`config.mk`:
```
export PLATFORM = sky130hd
export DESIGN_NAME = video_timing_gen
export DESIGN_NICKNAME = d
export VERILOG_FILES = /design/src/rtl/video_timing_gen.sv
export SDC_FILE = /design/constraint.sdc
export NUM_CORES = 1
export LEC_CHECK = 0
export ABC_AREA = 1
export BUFFER_PORTS_ARGS = -buffer_cell sky130_fd_sc_hd__buf_2
export CAP_MARGIN = 10
export CORE_MARGIN = 4
export CORE_UTILIZATION = 55
export CTS_CLUSTER_SIZE = 20
export DETAILED_ROUTE_END_ITERATION = 6
export PLACE_DENSITY = 0.76
export SLEW_MARGIN = 20
export SYNTH_ARGS = -nofsm -noshare
export SYNTH_HDL_FRONTEND = slang
export SYNTH_SLANG_ARGS = --single-unit
```
`constraint.sdc`:
```
create_clock -name clk -period 2.83 [get_ports clk]
set_clock_uncertainty 0.2 [all_clocks]
set_input_delay 0.4245 -clock clk [delete_from_list [all_inputs] [get_ports clk]]
set_output_delay 0.4245 -clock clk [all_outputs]
set_load 0.01 [all_outputs]
```
`src/rtl/video_timing_gen.sv`:
```
// video_timing_gen: programmable raster timing generator with built-in test patterns.
// Ports: clk/reset (synchronous, active-high), ce_pix pixel enable, pattern_sel[1:0];
//        hcnt/vcnt coordinates, hsync/vsync/csync/de/dout[23:0] {R,G,B}, frame_start strobe.
// Latency: every output is registered from next-state counters, so all are skew-free with hcnt/vcnt.
module video_timing_gen #(
    parameter int H_ACTIVE = 640,
    parameter int H_FP     = 16,
    parameter int H_SYNC   = 96,
    parameter int H_BP     = 48,
    parameter int V_ACTIVE = 480,
    parameter int V_FP     = 10,
    parameter int V_SYNC   = 2,
    parameter int V_BP     = 33,
    parameter bit HS_POL   = 1'b0,
    parameter bit VS_POL   = 1'b0
) (
    input  logic        clk,
    input  logic        reset,
    input  logic        ce_pix,
    input  logic [1:0]  pattern_sel,
    output logic [11:0] hcnt,
    output logic [11:0] vcnt,
    output logic        hsync,
    output logic        vsync,
    output logic        csync,
    output logic        de,
    output logic [23:0] dout,
    output logic        frame_start
);
    localparam int H_TOTAL = H_ACTIVE + H_FP + H_SYNC + H_BP;
    localparam int V_TOTAL = V_ACTIVE + V_FP + V_SYNC + V_BP;
    localparam logic [11:0] H_LAST = 12'(H_TOTAL - 1);
    localparam logic [11:0] V_LAST = 12'(V_TOTAL - 1);

    // Region bounds kept at 13 bits so a 4096-wide boundary still compares correctly.
    localparam logic [12:0] H_ACT_END = 13'(H_ACTIVE);
    localparam logic [12:0] HS_BEGIN  = 13'(H_ACTIVE + H_FP);
    localparam logic [12:0] HS_END    = 13'(H_ACTIVE + H_FP + H_SYNC);
    localparam logic [12:0] V_ACT_END = 13'(V_ACTIVE);
    localparam logic [12:0] VS_BEGIN  = 13'(V_ACTIVE + V_FP);
    localparam logic [12:0] VS_END    = 13'(V_ACTIVE + V_FP + V_SYNC);

    // Bar width; guarded so a tiny H_ACTIVE still yields a legal counter.
    localparam int          BW      = (H_ACTIVE >= 8) ? (H_ACTIVE / 8) : 1;
    localparam logic [11:0] BW_LAST = 12'(BW - 1);

    logic [11:0] r_hcnt, r_vcnt;
    logic        r_hsync, r_vsync, r_csync, r_de, r_fs;
    logic [23:0] r_dout;
    logic [1:0]  r_pat;
    logic [2:0]  r_bar_idx;
    logic [11:0] r_bar_cnt;

    logic [11:0] w_hnext, w_vnext;
    logic        w_h_wrap, w_frame_entry;
    logic        w_de, w_hs_act, w_vs_act;
    logic [1:0]  w_pat;
    logic [2:0]  w_bar_idx;
    logic [11:0] w_bar_cnt;
    logic [23:0] w_bar_rgb, w_pix;

    // Next raster position and everything derived from it.
    always_comb begin
        w_h_wrap = (r_hcnt == H_LAST);
        w_hnext  = w_h_wrap ? 12'd0 : r_hcnt + 12'd1;
        w_vnext  = r_vcnt;
        if (w_h_wrap) begin
            w_vnext = (r_vcnt == V_LAST) ? 12'd0 : r_vcnt + 12'd1;
        end
        w_frame_entry = (w_hnext == 12'd0) && (w_vnext == 12'd0);

        // The pattern seen on the frame-entry edge is used immediately, not a pixel later.
        w_pat = w_frame_entry ? pattern_sel : r_pat;

        w_de     = ({1'b0, w_hnext} < H_ACT_END) && ({1'b0, w_vnext} < V_ACT_END);
        w_hs_act = ({1'b0, w_hnext} >= HS_BEGIN) && ({1'b0, w_hnext} < HS_END);
        w_vs_act = ({1'b0, w_vnext} >= VS_BEGIN) && ({1'b0, w_vnext} < VS_END);

        // Bar index: restarts each line, steps every BW pixels, sticks at the last bar.
        if (w_hnext == 12'd0) begin
            w_bar_idx = 3'd0;
            w_bar_cnt = 12'd0;
        end else if (r_bar_cnt == BW_LAST) begin
            w_bar_cnt = 12'd0;
            w_bar_idx = (r_bar_idx == 3'd7) ? 3'd7 : r_bar_idx + 3'd1;
        end else begin
            w_bar_cnt = r_bar_cnt + 12'd1;
            w_bar_idx = r_bar_idx;
        end

        case (w_bar_idx)
            3'd0:    w_bar_rgb = 24'hFFFFFF;
            3'd1:    w_bar_rgb = 24'hFFFF00;
            3'd2:    w_bar_rgb = 24'h00FFFF;
            3'd3:    w_bar_rgb = 24'h00FF00;
            3'd4:    w_bar_rgb = 24'hFF00FF;
            3'd5:    w_bar_rgb = 24'hFF0000;
            3'd6:    w_bar_rgb = 24'h0000FF;
            default: w_bar_rgb = 24'h000000;
        endcase

        case (w_pat)
            2'd1:    w_pix = w_bar_rgb;
            2'd2:    w_pix = ((w_hnext[3:0] == 4'd0) || (w_vnext[3:0] == 4'd0)) ? 24'hFFFFFF : 24'h000000;
            2'd3:    w_pix = {w_hnext[7:0], w_vnext[7:0], w_hnext[7:0] ^ w_vnext[7:0]};
            default: w_pix = 24'h000000;
        endcase
        if (!w_de) begin
            w_pix = 24'h000000;
        end
    end

    always_ff @(posedge clk) begin
        if (reset) begin
            r_hcnt    <= H_LAST;
            r_vcnt    <= V_LAST;
            r_de      <= 1'b0;
            r_hsync   <= ~HS_POL;
            r_vsync   <= ~VS_POL;
            r_csync   <= 1'b1;
            r_dout    <= 24'h000000;
            r_fs      <= 1'b0;
            r_pat     <= 2'd0;
            r_bar_idx <= 3'd0;
            r_bar_cnt <= 12'd0;
        end else begin
            // frame_start self-clears even while the pixel enable is low.
            r_fs <= 1'b0;
            if (ce_pix) begin
                r_hcnt    <= w_hnext;
                r_vcnt    <= w_vnext;
                r_de      <= w_de;
                r_hsync   <= w_hs_act ^ ~HS_POL;
                r_vsync   <= w_vs_act ^ ~VS_POL;
                r_csync   <= ~(w_hs_act ^ w_vs_act);
                r_dout    <= w_pix;
                r_fs      <= w_frame_entry;
                r_pat     <= w_pat;
                r_bar_idx <= w_bar_idx;
                r_bar_cnt <= w_bar_cnt;
            end
        end
    end

    assign hcnt        = r_hcnt;
    assign vcnt        = r_vcnt;
    assign hsync       = r_hsync;
    assign vsync       = r_vsync;
    assign csync       = r_csync;
    assign de          = r_de;
    assign dout        = r_dout;
    assign frame_start = r_fs;

endmodule

```
==> metrics.cfg, run 1 <==
[floorplanning]
ioPinCount = 58
core_area_um2 = 8175
die_width_um = 99.47
rows = 33
fp.dieH_um = 99.47
start_util_pct = 56.29
die_area_um2 = 9894

[timing]
period_needed_ns = 2.910
fin_hold_ws_ns = 0.2708
finalWorstSetupSlack_ns = -0.08014
relSlewSlack_pct = 51.49
setup-violations-final = 19
hold_viol_final = 0
tightest_slew_ns = 0.7277
fmax_mhz = 343.6
slew_violations = 0
rsz0062_at_grt = yes
finalCritPeriodShare_pct = 102.8
fin_tns_setup_ns = -0.8851

[grt]
grtUsageTotal_pct = 26.94
grt-ovfl-total = 0
met1_usage_pct = 36.67
gr-max-usage-layer = met2
grt_pass1_vias = 4458
antenna_found_initial = 0
use_met2_pct = 43.08
grt_max_degree = 57
grt.met3_usage_pct = 3.787
grt_first_pass_wirelength_um = 21530

[drt]
ant_nets = 0
wl_per_cell_um = 15.03
drc_errors = 0
viasPerCell = 5.545
vias = 5035
drtPass1Iterations = 5
drt-total-wl_um = 13650
first_iter_violations = 360

[synthesis]
synthTopCellsByArea = dfxtp_1, nand2_1, nand3_1
synth_ff_type = dfxtp_1
synth_top_cell_by_area = dfxtp_1
yosysTopAreaCellShare_pct = 30.45
async_flop_share_pct = 0
synth-seq-cells = 70
synth_cells = 697
synth_area_um2 = 4602
synth_nets = 708
syn_avg_cell_area_um2 = 6.602
yosys_warnings = 0
ys_types = 35
synth-edff-count = 0
ys_seq_area_share_pct = 30.45

[clocking]
cts_tree = done
cts_root_buffer = clkbuf_8
htreeDepth = 3
clk_path_buf_depth = 2
cts_made_buffers = 9
path_clk_slew_ns = 0.09
cts_hold_buf = 0
clk_latency_ns = 0.37
clock_sinks = 70

[placed_design]
routabilityCongestion = 0.9704
placed_cells = 876
place_hpwl_um = 9189
port_buffers = 57
post-place-ws_ns = -0.1442

[power]
vdd.ir_drop.worst_uv = 323.5
leakage_nw = 2.691
pwr-share-comb_pct = 27.9
clockPowerShare_pct = 30.5
p_switching_uw = 933.7
p_sw_share_pct = 36.46
power_density_nw_per_um2 = 447.3
seqPwrFrac_pct = 41.6
p_int_mw = 1.627

[layout]
drive_gt1_share_pct = 28.89
nFillCells = 688
utilization_pct = 70.03
synthToLayoutAreaGrowth_pct = 24.42
final_cells = 908
diodes = 0
final_nets = 809

[setup_path]
end_kind = flop
crit_fanout = 12
worst-r2r-cell-count = 16
crit_slowest_cell = dfxtp_2
path_cells = ha_4 > nand2_4 > nor2_8 > nand2_4 > nor2_4 > buf_12 > nand2_1 > nand3_4 > nand3_4 > nor2_4 > nand4_1 > nand2_4 > nand3_4 > nand3_1 > nand2_1 > a21oi_2
rr_startpoint = hcnt[1]
r2r_end = dout[22]
r2r_setup_slack_ns = -0.08
worstPathArrival_ns = 3.00
critPathRequiredTime_ns = 2.92
critPathLaunchType = flop
critPathMaxStageDelay_ns = 0.37
path_class = reg -> reg

[worst_hold_path]
worstHoldStart = dout[11]
hp-class = reg -> reg
hold_path_depth = 2
worst_hold_path.endpoint = dout[11]

[run_status]
status = finished, violations left
violations = setup timing

[run]
drv_cap = 0

logic make-up (layout without fill, tap and decap cells):
kind of cell	Yosys count	count (layout)	share of synthesized area, %
AO/OA/AOI/OAI	115	117	14.90
XOR/XNOR	9	9	1.713
buffers and inverters	111	211	11.15
flip-flops	70	70	30.45
adder cells (fa/ha/maj)	6	6	1.631
AND/OR/NAND/NOR	386	390	40.16
state kept, by name, indices dropped and copies added (netlist names):
name,flops
dout,24
hcnt,12
r_bar_cnt,12
vcnt,12
r_bar_idx,3
r_pat,2
csync,1
de,1
frame_start,1
hsync,1
vsync,1
Yosys cell counts, types with 11 or more instances:
cell and n:
nand3_1 77, clkbuf_1 15, a21oi_1 49, nand2_1 180, o21ai_0 35, inv_1 83
nand3_2 19, nor2_1 63, dfxtp_1 70, a21oi_2 20, nand4_1 11
stage by stage:
step | instance area [µm²] | total power, mW
global route | 5725 | 2.688
finish | 5725 | 2.561
floorplan | 4602 | 1.504
CTS | 5515 | 2.516
detailed placement | 5180 | 1.716
global placement | 5180 | 1.707
power by group through the flow:
| stage | registers (mW) | logic [mW] | clock network (mW) |
|---|---|---|---|
| floorplan | 1.10 | 0.408 | 0 |
| global placement | 1.08 | 0.625 | 0 |
| detailed placement | 1.08 | 0.632 | 0 |
| finish | 1.06 | 0.715 | 0.781 |
| CTS | 1.06 | 0.671 | 0.784 |
| global route | 1.07 | 0.778 | 0.839 |
how the worst max path moves through the flow:
stage                        from  endpoint  slack [ns]  cells past startpoint
after floorplan           hcnt[0]  dout[18]        0.14                     17
after global placement    hcnt[0]  dout[16]       -0.06                     16
after detailed placement  hcnt[1]   dout[6]       -0.14                     16
after CTS                 hcnt[1]   dout[6]       0.002                     18
after global routing      hcnt[1]  dout[10]       -0.23                     17
final                     hcnt[1]  dout[22]       -0.08                     16
metal layers:
metal / wire length (µm) / vias up
met3: 970 / 43
li1: - / 2473
met4: 415 / 0
met5: 0 / -
met2: 6437 / 206
met1: 5825 / 2313
worst max-delay path: cells and delay by family (launching register included):
| family | cells | cell delay (ns) |
|---|---|---|
| flip-flops | 1 | 0.37 |
| AND/OR/NAND/NOR | 13 | 1.82 |
| buffers and inverters | 1 | 0.14 |
| adder cells (fa/ha/maj) | 1 | 0.15 |
| AO/OA/AOI/OAI | 1 | 0.14 |
cell type report:
type                       instances  area, µm²  area share [%]
clock buffer                      10      137.6           2.404
clock inverter                     6      45.04          0.7867
sequential                        70       1406           24.56
tap                              105      131.4           2.295
timing repair buffer             112      773.2           13.51
multi-input combinational        522       2920           51.01
inverter                          83      311.5           5.441
cells in the final DEF, fill, tap and decap left out, types with 8 or more instances in the layout:
cell	instances
dfxtp_1	66
buf_2	57
buf_4	48
a21oi_2	21
nor2_1	57
nand3_2	23
nand3_1	68
a21oi_1	48
nand2_2	13
nor2_4	8
nand2_1	175
xor2_1	8
o21ai_0	34
nand3_4	9
nand4_1	11
nor2_2	8
clkbuf_8	10
inv_1	80
what timing repair did:
action | in CTS | in global routing
setup buffers | 4 | 4
gates cloned | 3 | 5
pin swaps | 6 | 14
gates resized for setup | 17 | 32
endpoints found under the setup margin | 25 | 29
(Power assumes the default switching activity.)
==> run 2, diff against run 1 <==
--- a/config.mk
+++ b/config.mk
@@ -8,6 +8,7 @@
 export ABC_AREA = 1
 export BUFFER_PORTS_ARGS = -buffer_cell sky130_fd_sc_hd__buf_2
 export CAP_MARGIN = 10
+export CORE_ASPECT_RATIO = 1.5
 export CORE_MARGIN = 4
 export CORE_UTILIZATION = 55
 export CTS_CLUSTER_SIZE = 20
==> run 2 against run 1 <==
Combinational power grew 4.2%. Core utilization grew 3.6 points. Register-to-register slack gained 0.09 ns. First-iteration DRC count shrank 6.7%. The run now ends clean. Count of clock-buffer cells in the layout grew 3. Wire length grew 9.6%.
==> metrics.cfg, run 2 (synthesis results as in run 1) <==
[run_status]
status = complete, no violations  ; was finished, violations left

[floorplanning]
start_util_pct = 56.76  ; was 56.29%
die_width_um = 82.69  ; was 99.47 µm
rows = 40  ; was 33
core_area_um2 = 8108  ; was 8175 µm²
fp.dieH_um = 120.0  ; was 99.47 µm
die_area_um2 = 9925  ; was 9894 µm²
ioPinCount = 58  ; unchanged

[clocking]
clk_path_buf_depth = 2  ; unchanged
cts_tree = done  ; unchanged
cts_root_buffer = clkbuf_16  ; was clkbuf_8
cts_made_buffers = 9  ; unchanged
htreeDepth = 3  ; unchanged
clk_latency_ns = 0.34  ; was 0.37 ns
clock_sinks = 70  ; unchanged
path_clk_slew_ns = 0.06  ; was 0.09 ns

[drt]
vias = 5152  ; was 5035
drc_errors = 0  ; unchanged
wl_per_cell_um = 16.33  ; was 15.03 µm
drt-total-wl_um = 14960  ; was 13650 µm
ant_nets = 0  ; unchanged
first_iter_violations = 336  ; was 360
viasPerCell = 5.624  ; was 5.545
drtPass1Iterations = 5  ; unchanged

[power]
pwr-share-comb_pct = 25.0  ; was 27.9%
p_switching_uw = 941.5  ; was 933.7 µW
vdd.ir_drop.worst_uv = 339.1  ; was 323.5 µV
p_sw_share_pct = 31.64  ; was 36.46%
seqPwrFrac_pct = 36.1  ; was 41.6%
leakage_nw = 2.842  ; was 2.691 nW
clockPowerShare_pct = 38.9  ; was 30.5%
power_density_nw_per_um2 = 498.6  ; was 447.3 nW/µm²
p_int_mw = 2.034  ; was 1.627 mW

[grt]
antenna_found_initial = 0  ; unchanged
grt_pass1_vias = 4794  ; was 4458
grt_max_degree = 31  ; was 57
grt-ovfl-total = 0  ; unchanged
grtUsageTotal_pct = 28.96  ; was 26.94%
grt_first_pass_wirelength_um = 22290  ; was 21530 µm

[layout]
drive_gt1_share_pct = 31.94  ; was 28.89%
final_cell_mix = nand2_1, inv_1, dfxtp_1, nand3_1, buf_4  ; was nand2_1, inv_1, nand3_1, dfxtp_1
synthToLayoutAreaGrowth_pct = 29.69  ; was 24.42%
final_nets = 817  ; was 809
utilization_pct = 73.61  ; was 70.03%
final_cells = 916  ; was 908
largest_reg_flops = 24  ; unchanged
diodes = 0  ; unchanged
mostFrequentLayoutCell = nand2_1  ; unchanged

[worst_hold_path]
hp-class = in -> reg  ; was reg -> reg
worstHoldStart = reset  ; was dout[11]

[placed_design]
port_buffers = 57  ; unchanged
place_hpwl_um = 10320  ; was 9189 µm
routabilityCongestion = 0.9485  ; was 0.9704
placed_cells = 880  ; was 876

[setup_path]
critPathLaunchType = flop  ; unchanged
worstPathArrival_ns = 2.89  ; was 3.00 ns
path_class = reg -> reg  ; unchanged
end_kind = flop  ; unchanged
r2r_setup_slack_ns = 0.01  ; was -0.08 ns
crit_fanout = 7  ; was 12
worst-r2r-cell-count = 17  ; was 16
critPathRequiredTime_ns = 2.90  ; was 2.92 ns
setup.worst_path.end = dout[0]  ; was dout[22]
r2r_end = dout[0]  ; was dout[22]
rr_startpoint = hcnt[1]  ; unchanged
crit_path_start = hcnt[1]  ; unchanged

[timing]
period_needed_ns = 2.816  ; was 2.910 ns
finalCritPeriodShare_pct = 99.50  ; was 102.8%
rsz0062_at_grt = yes  ; unchanged
fmax_mhz = 355.1  ; was 343.6 MHz
setup-violations-final = 0  ; was 19
relSlewSlack_pct = 68.37  ; was 51.49%
tightest_slew_ns = 0.4740  ; was 0.7277 ns
fin_tns_setup_ns = 0  ; was -0.8851 ns
slew_violations = 0  ; unchanged
hold_viol_final = 0  ; unchanged

[run]
drv_cap = 0  ; unchanged

[run 2: cell count changes in the layout (fill, tap and decap cells not counted), sizes merged, moves of 2 or more]
cell | previous run | this run
buf | 111 | 123
clkbuf | 11 | 14
clkinvlp | 3 | 1
nand2 | 193 | 191
nand3 | 100 | 98
[run 2: power by group through the flow]
stage / combinational, mW / clock [mW] / sequential, mW
CTS: 0.656 / 1.16 / 1.07
finish: 0.745 / 1.16 / 1.07
global placement: 0.629 / 0 / 1.08
detailed placement: 0.636 / 0 / 1.09
global route: 0.808 / 1.21 / 1.08
floorplan: 0.408 / 0 / 1.10
[run 2: timing repair]
action,4_1_cts,5_1_grt
endpoints found under the setup margin,24,28
pin swaps,1,26
setup buffers,5,12
hold buffers,0,0
gates cloned,1,2
gates resized for setup,3,68
[run 2: worst min-delay path by stage]
stage,depth (start not counted),slack (ns),end
after floorplan,2,0.26,r_bar_cnt[9]
after global placement,2,0.25,vsync
after detailed placement,2,0.26,hsync
after CTS,2,0.24,de
after global routing,2,0.28,dout[14]
final,2,0.24,de
[run 2: metal layers]
layer	GRT usage [%]	wire length [µm]
met1	30.40	5381
met2	50.50	7782
met3	4.354	789
met4	20.45	1007
met5	0	0
[run 2: layout make-up]
class / count / area, µm²
inverter: 83 / 311.5
multi-input combinational: 518 / 2942
sequential: 70 / 1418
timing repair buffer: 124 / 863.3
tap: 105 / 131.4
clock buffer: 13 / 260.3
fill: 659 / 2140
clock inverter: 3 / 42.54
[run 2: per-stage QoR]
stage / instance area (µm²) / hold WS [ns] / power [mW] / worst slack [ns]
final: 5968 / 0.2432 / 2.976 / 0.01402
after global routing: 5968 / 0.2804 / 3.094 / -0.1482
after CTS: 5580 / 0.2420 / 2.880 / 0.008161
after detailed placement: 5223 / 0.2590 / 1.724 / -0.06426
after global placement: 5223 / 0.2490 / 1.714 / 0.02633
after floorplan: 4602 / 0.2582 / 1.504 / 0.1385
[run 2: critical path: stages (launching register included)]
cell     delay (ns)
dfxtp_2        0.36
ha_4           0.18
nand2_8        0.08
nor2_4         0.13
nand3_2        0.10
nor2_4         0.17
nor2_2         0.07
buf_4          0.16
nor2_1         0.12
nand3_1        0.13
nor2_4         0.16
nand4_1        0.11
nand2_1        0.12
nand3_4        0.16
buf_12         0.19
nand3_1        0.08
nand2_1        0.09
a21oi_2        0.13
==> run 3, diff against run 2 <==
--- a/config.mk
+++ b/config.mk
@@ -5,7 +5,6 @@
 export SDC_FILE = /design/constraint.sdc
 export NUM_CORES = 1
 export LEC_CHECK = 0
-export ABC_AREA = 1
 export BUFFER_PORTS_ARGS = -buffer_cell sky130_fd_sc_hd__buf_2
 export CAP_MARGIN = 10
 export CORE_ASPECT_RATIO = 1.5
@@ -13,7 +12,7 @@
 export CORE_UTILIZATION = 55
 export CTS_CLUSTER_SIZE = 20
 export DETAILED_ROUTE_END_ITERATION = 6
-export PLACE_DENSITY = 0.76
+export PLACE_DENSITY = 0.77
 export SLEW_MARGIN = 20
 export SYNTH_ARGS = -nofsm -noshare
 export SYNTH_HDL_FRONTEND = slang
==> run 3 against run 2 <==
The flow now finishes with violations (setup timing). Count of clock-buffer cells in the layout is 2 lower. Total power down 8.8%. Synthesized cell count is 27% lower. Cell count is 16% lower. Sequential cell count stayed put. Clock power decreased by 27%. Register-to-register slack lost 0.47 ns. Critical path type unchanged. Critical endpoint is now dout[20]. Largest cell class unchanged.
==> metrics.cfg, run 3 <==
[run_status]
status = finished, violations left  ; was complete, no violations
violations = setup timing

[synthesis]
synth_nets = 523  ; was 708
synth_common_cells = dfxtp_1, nor2_1, a21oi_1, nand2_1, o21ai_0  ; was nand2_1, inv_1, nand3_1
synth-edff-count = 0  ; unchanged
synth_cells = 512  ; was 697
synthTopCellsByArea = dfxtp_1, a21oi_1, nor2_1  ; was dfxtp_1, nand2_1, nand3_1
syn_avg_cell_area_um2 = 8.069  ; was 6.602 µm²
synth-seq-cells = 70  ; unchanged
async_flop_share_pct = 0  ; unchanged
synth_top_cell_by_area = dfxtp_1  ; unchanged
ys_types = 61  ; was 35
yosysTopAreaCellShare_pct = 33.92  ; was 30.45%
yosys_warnings = 0  ; unchanged
synth_most_common_cell = dfxtp_1  ; was nand2_1
ys_seq_area_share_pct = 33.92  ; was 30.45%
synth_ff_type = dfxtp_1  ; unchanged
synth_area_um2 = 4131  ; was 4602 µm²

[placed_design]
port_buffers = 57  ; unchanged
routabilityCongestion = 0.9861  ; was 0.9485
place_hpwl_um = 9053  ; was 10320 µm
placed_cell_area_um2 = 5197  ; was 5223 µm²

[layout]
final_nets = 673  ; was 817
diodes = 0  ; unchanged
mostFrequentLayoutCell = buf_4  ; was nand2_1
final_cell_mix = buf_4, dfxtp_1, buf_2, nor2_1, nand2_1  ; was nand2_1, inv_1, dfxtp_1, nand3_1, buf_4
synthToLayoutAreaGrowth_pct = 38.46  ; was 29.69%
drive_gt1_share_pct = 38.98  ; was 31.94%
stdcell_area_um2 = 5720  ; was 5968 µm²
largest_reg_flops = 24  ; unchanged

[floorplanning]
die_area_um2 = 8991  ; was 9925 µm²
ioPinCount = 58  ; unchanged
core_area_um2 = 7274  ; was 8108 µm²
die_width_um = 78.77  ; was 82.69 µm
fp.dieH_um = 114.2  ; was 120.0 µm
start_util_pct = 56.79  ; was 56.76%
rows = 38  ; was 40

[grt]
grt_max_degree = 57  ; was 31
grt-ovfl-total = 0  ; unchanged
grt_first_pass_wirelength_um = 20440  ; was 22290 µm
grt_pass1_vias = 4343  ; was 4794
grtUsageTotal_pct = 28.96  ; about the same
antenna_found_initial = 0  ; unchanged

[drt]
first_iter_violations = 273  ; was 336
vias = 4427  ; was 5152
drt-total-wl_um = 12800  ; was 14960 µm
wl_per_cell_um = 16.68  ; was 16.33 µm
drtPass1Iterations = 5  ; unchanged
drc_errors = 0  ; unchanged
viasPerCell = 5.772  ; was 5.624
ant_nets = 0  ; unchanged

[power]
leakage_nw = 2.569  ; was 2.842 nW
power_density_nw_per_um2 = 474.4  ; was 498.6 nW/µm²
vdd.ir_drop.worst_uv = 392.8  ; was 339.1 µV

[timing]
hold_viol_final = 0  ; unchanged
period_needed_ns = 3.283  ; was 2.816 ns
fmax_mhz = 304.6  ; was 355.1 MHz
slew_violations = 0  ; unchanged
setup-violations-final = 26  ; was 0
finalCritPeriodShare_pct = 116.0  ; was 99.50%
fin_tns_setup_ns = -10.20  ; was 0 ns
relSlewSlack_pct = 65.48  ; was 68.37%
rsz0062_at_grt = yes  ; unchanged
fin_hold_ws_ns = 0.1705  ; was 0.2432 ns
finalWorstSetupSlack_ns = -0.4526  ; was 0.01402 ns
tightest_slew_ns = 0.5178  ; was 0.4740 ns

[clocking]
cts_root_buffer = clkbuf_8  ; was clkbuf_16
cts_tree = done  ; unchanged
path_clk_slew_ns = 0.08  ; was 0.06 ns
clk_path_buf_depth = 2  ; unchanged
cts_made_buffers = 9  ; unchanged
clk_latency_ns = 0.36  ; was 0.34 ns
clock_sinks = 70  ; unchanged
cts_hold_buf = 0  ; unchanged
htreeDepth = 3  ; unchanged

[setup_path]
end_kind = flop  ; unchanged
critPathRequiredTime_ns = 2.93  ; was 2.90 ns
critPathLaunchType = flop  ; unchanged
path_class = reg -> reg  ; unchanged
worstPathArrival_ns = 3.38  ; was 2.89 ns
crit_fanout = 6  ; was 7

[run]
drv_cap = 0  ; unchanged

[worst_hold_path]
hp-class = in -> reg  ; unchanged

[run 3: critical path, stage by stage (launching register included)]
cell and delay (ns):
dfxtp_4 0.36, ha_4 0.16, and4_4 0.18, buf_4 0.15, buf_4 0.14, a21oi_1 0.11
a31o_2 0.15, nand2_2 0.08, or3_4 0.38, or4_4 0.50, a2111oi_4 0.32, buf_6 0.19
clkbuf_16 0.16, a22oi_2 0.05, nand2_1 0.08
[run 3: what timing repair did]
action / 4_1_cts / 5_1_grt
endpoints found under the setup margin: 28 / 42
gates cloned: 1 / 1
pin swaps: 3 / 21
gates resized for setup: 8 / 40
hold endpoints to repair: 0 / 0
setup buffers: 4 / 6
[run 3: layer usage]
metal / wire (µm) / vias to the layer above / GRT usage, %
met5: 0 / - / 0
met4: 525 / 0 / 14.59
met3: 734 / 50 / 6.220
met2: 6727 / 159 / 51.90
met1: 4809 / 2059 / 31.76
li1: - / 2159 / -
[run 3: layout make-up]
cell class	count	area (µm²)
tap	100	125.1
sequential	70	1409
fill	509	1554
multi-input combinational	395	2651
clock inverter	5	56.30
clock buffer	11	152.6
timing repair buffer	176	1289
inverter	10	37.54
[run 3: per-stage QoR]
stage	power [mW]	worst slack, ns	util [%]	cells
final	2.714	-0.4526	78.64	767
after global routing	2.839	-0.6038	78.64	767
after CTS	2.655	-0.4631	75.42	760
after detailed placement	1.795	-0.4844	71.45	739
after global placement	1.786	-0.4658	71.45	739
after floorplan	1.470	-0.5535	-	512
[run 3: where the power goes]
part           internal, mW  switching [mW]
Clock                 0.459           0.393
Combinational         0.375           0.457
Sequential             1.01          0.0205
Total                  1.84           0.870
[run 3: final timing paths]
kind / startpoint / to / slack (ns) / cells past startpoint
setup reg to reg: hcnt[1] / dout[20] / -0.45 / 14
hold / removal: pattern_sel[1] / r_pat[1] / 0.17 / 3
hold reg to reg: dout[12] / dout[12] / 0.27 / 2
setup / recovery: hcnt[1] / dout[20] / -0.45 / 14
[run 3: cells by family (layout without fill, tap and decap cells)]
family | after synthesis | after routing | synth area share, %
xor+xnor | 23 | 23 | 4.876
buf+inv | 47 | 202 | 6.632
mux | 7 | 7 | 1.817
flops | 70 | 70 | 33.92
fa+ha+maj | 6 | 6 | 1.817
simple gates | 230 | 230 | 29.95
compound gates | 129 | 129 | 20.99
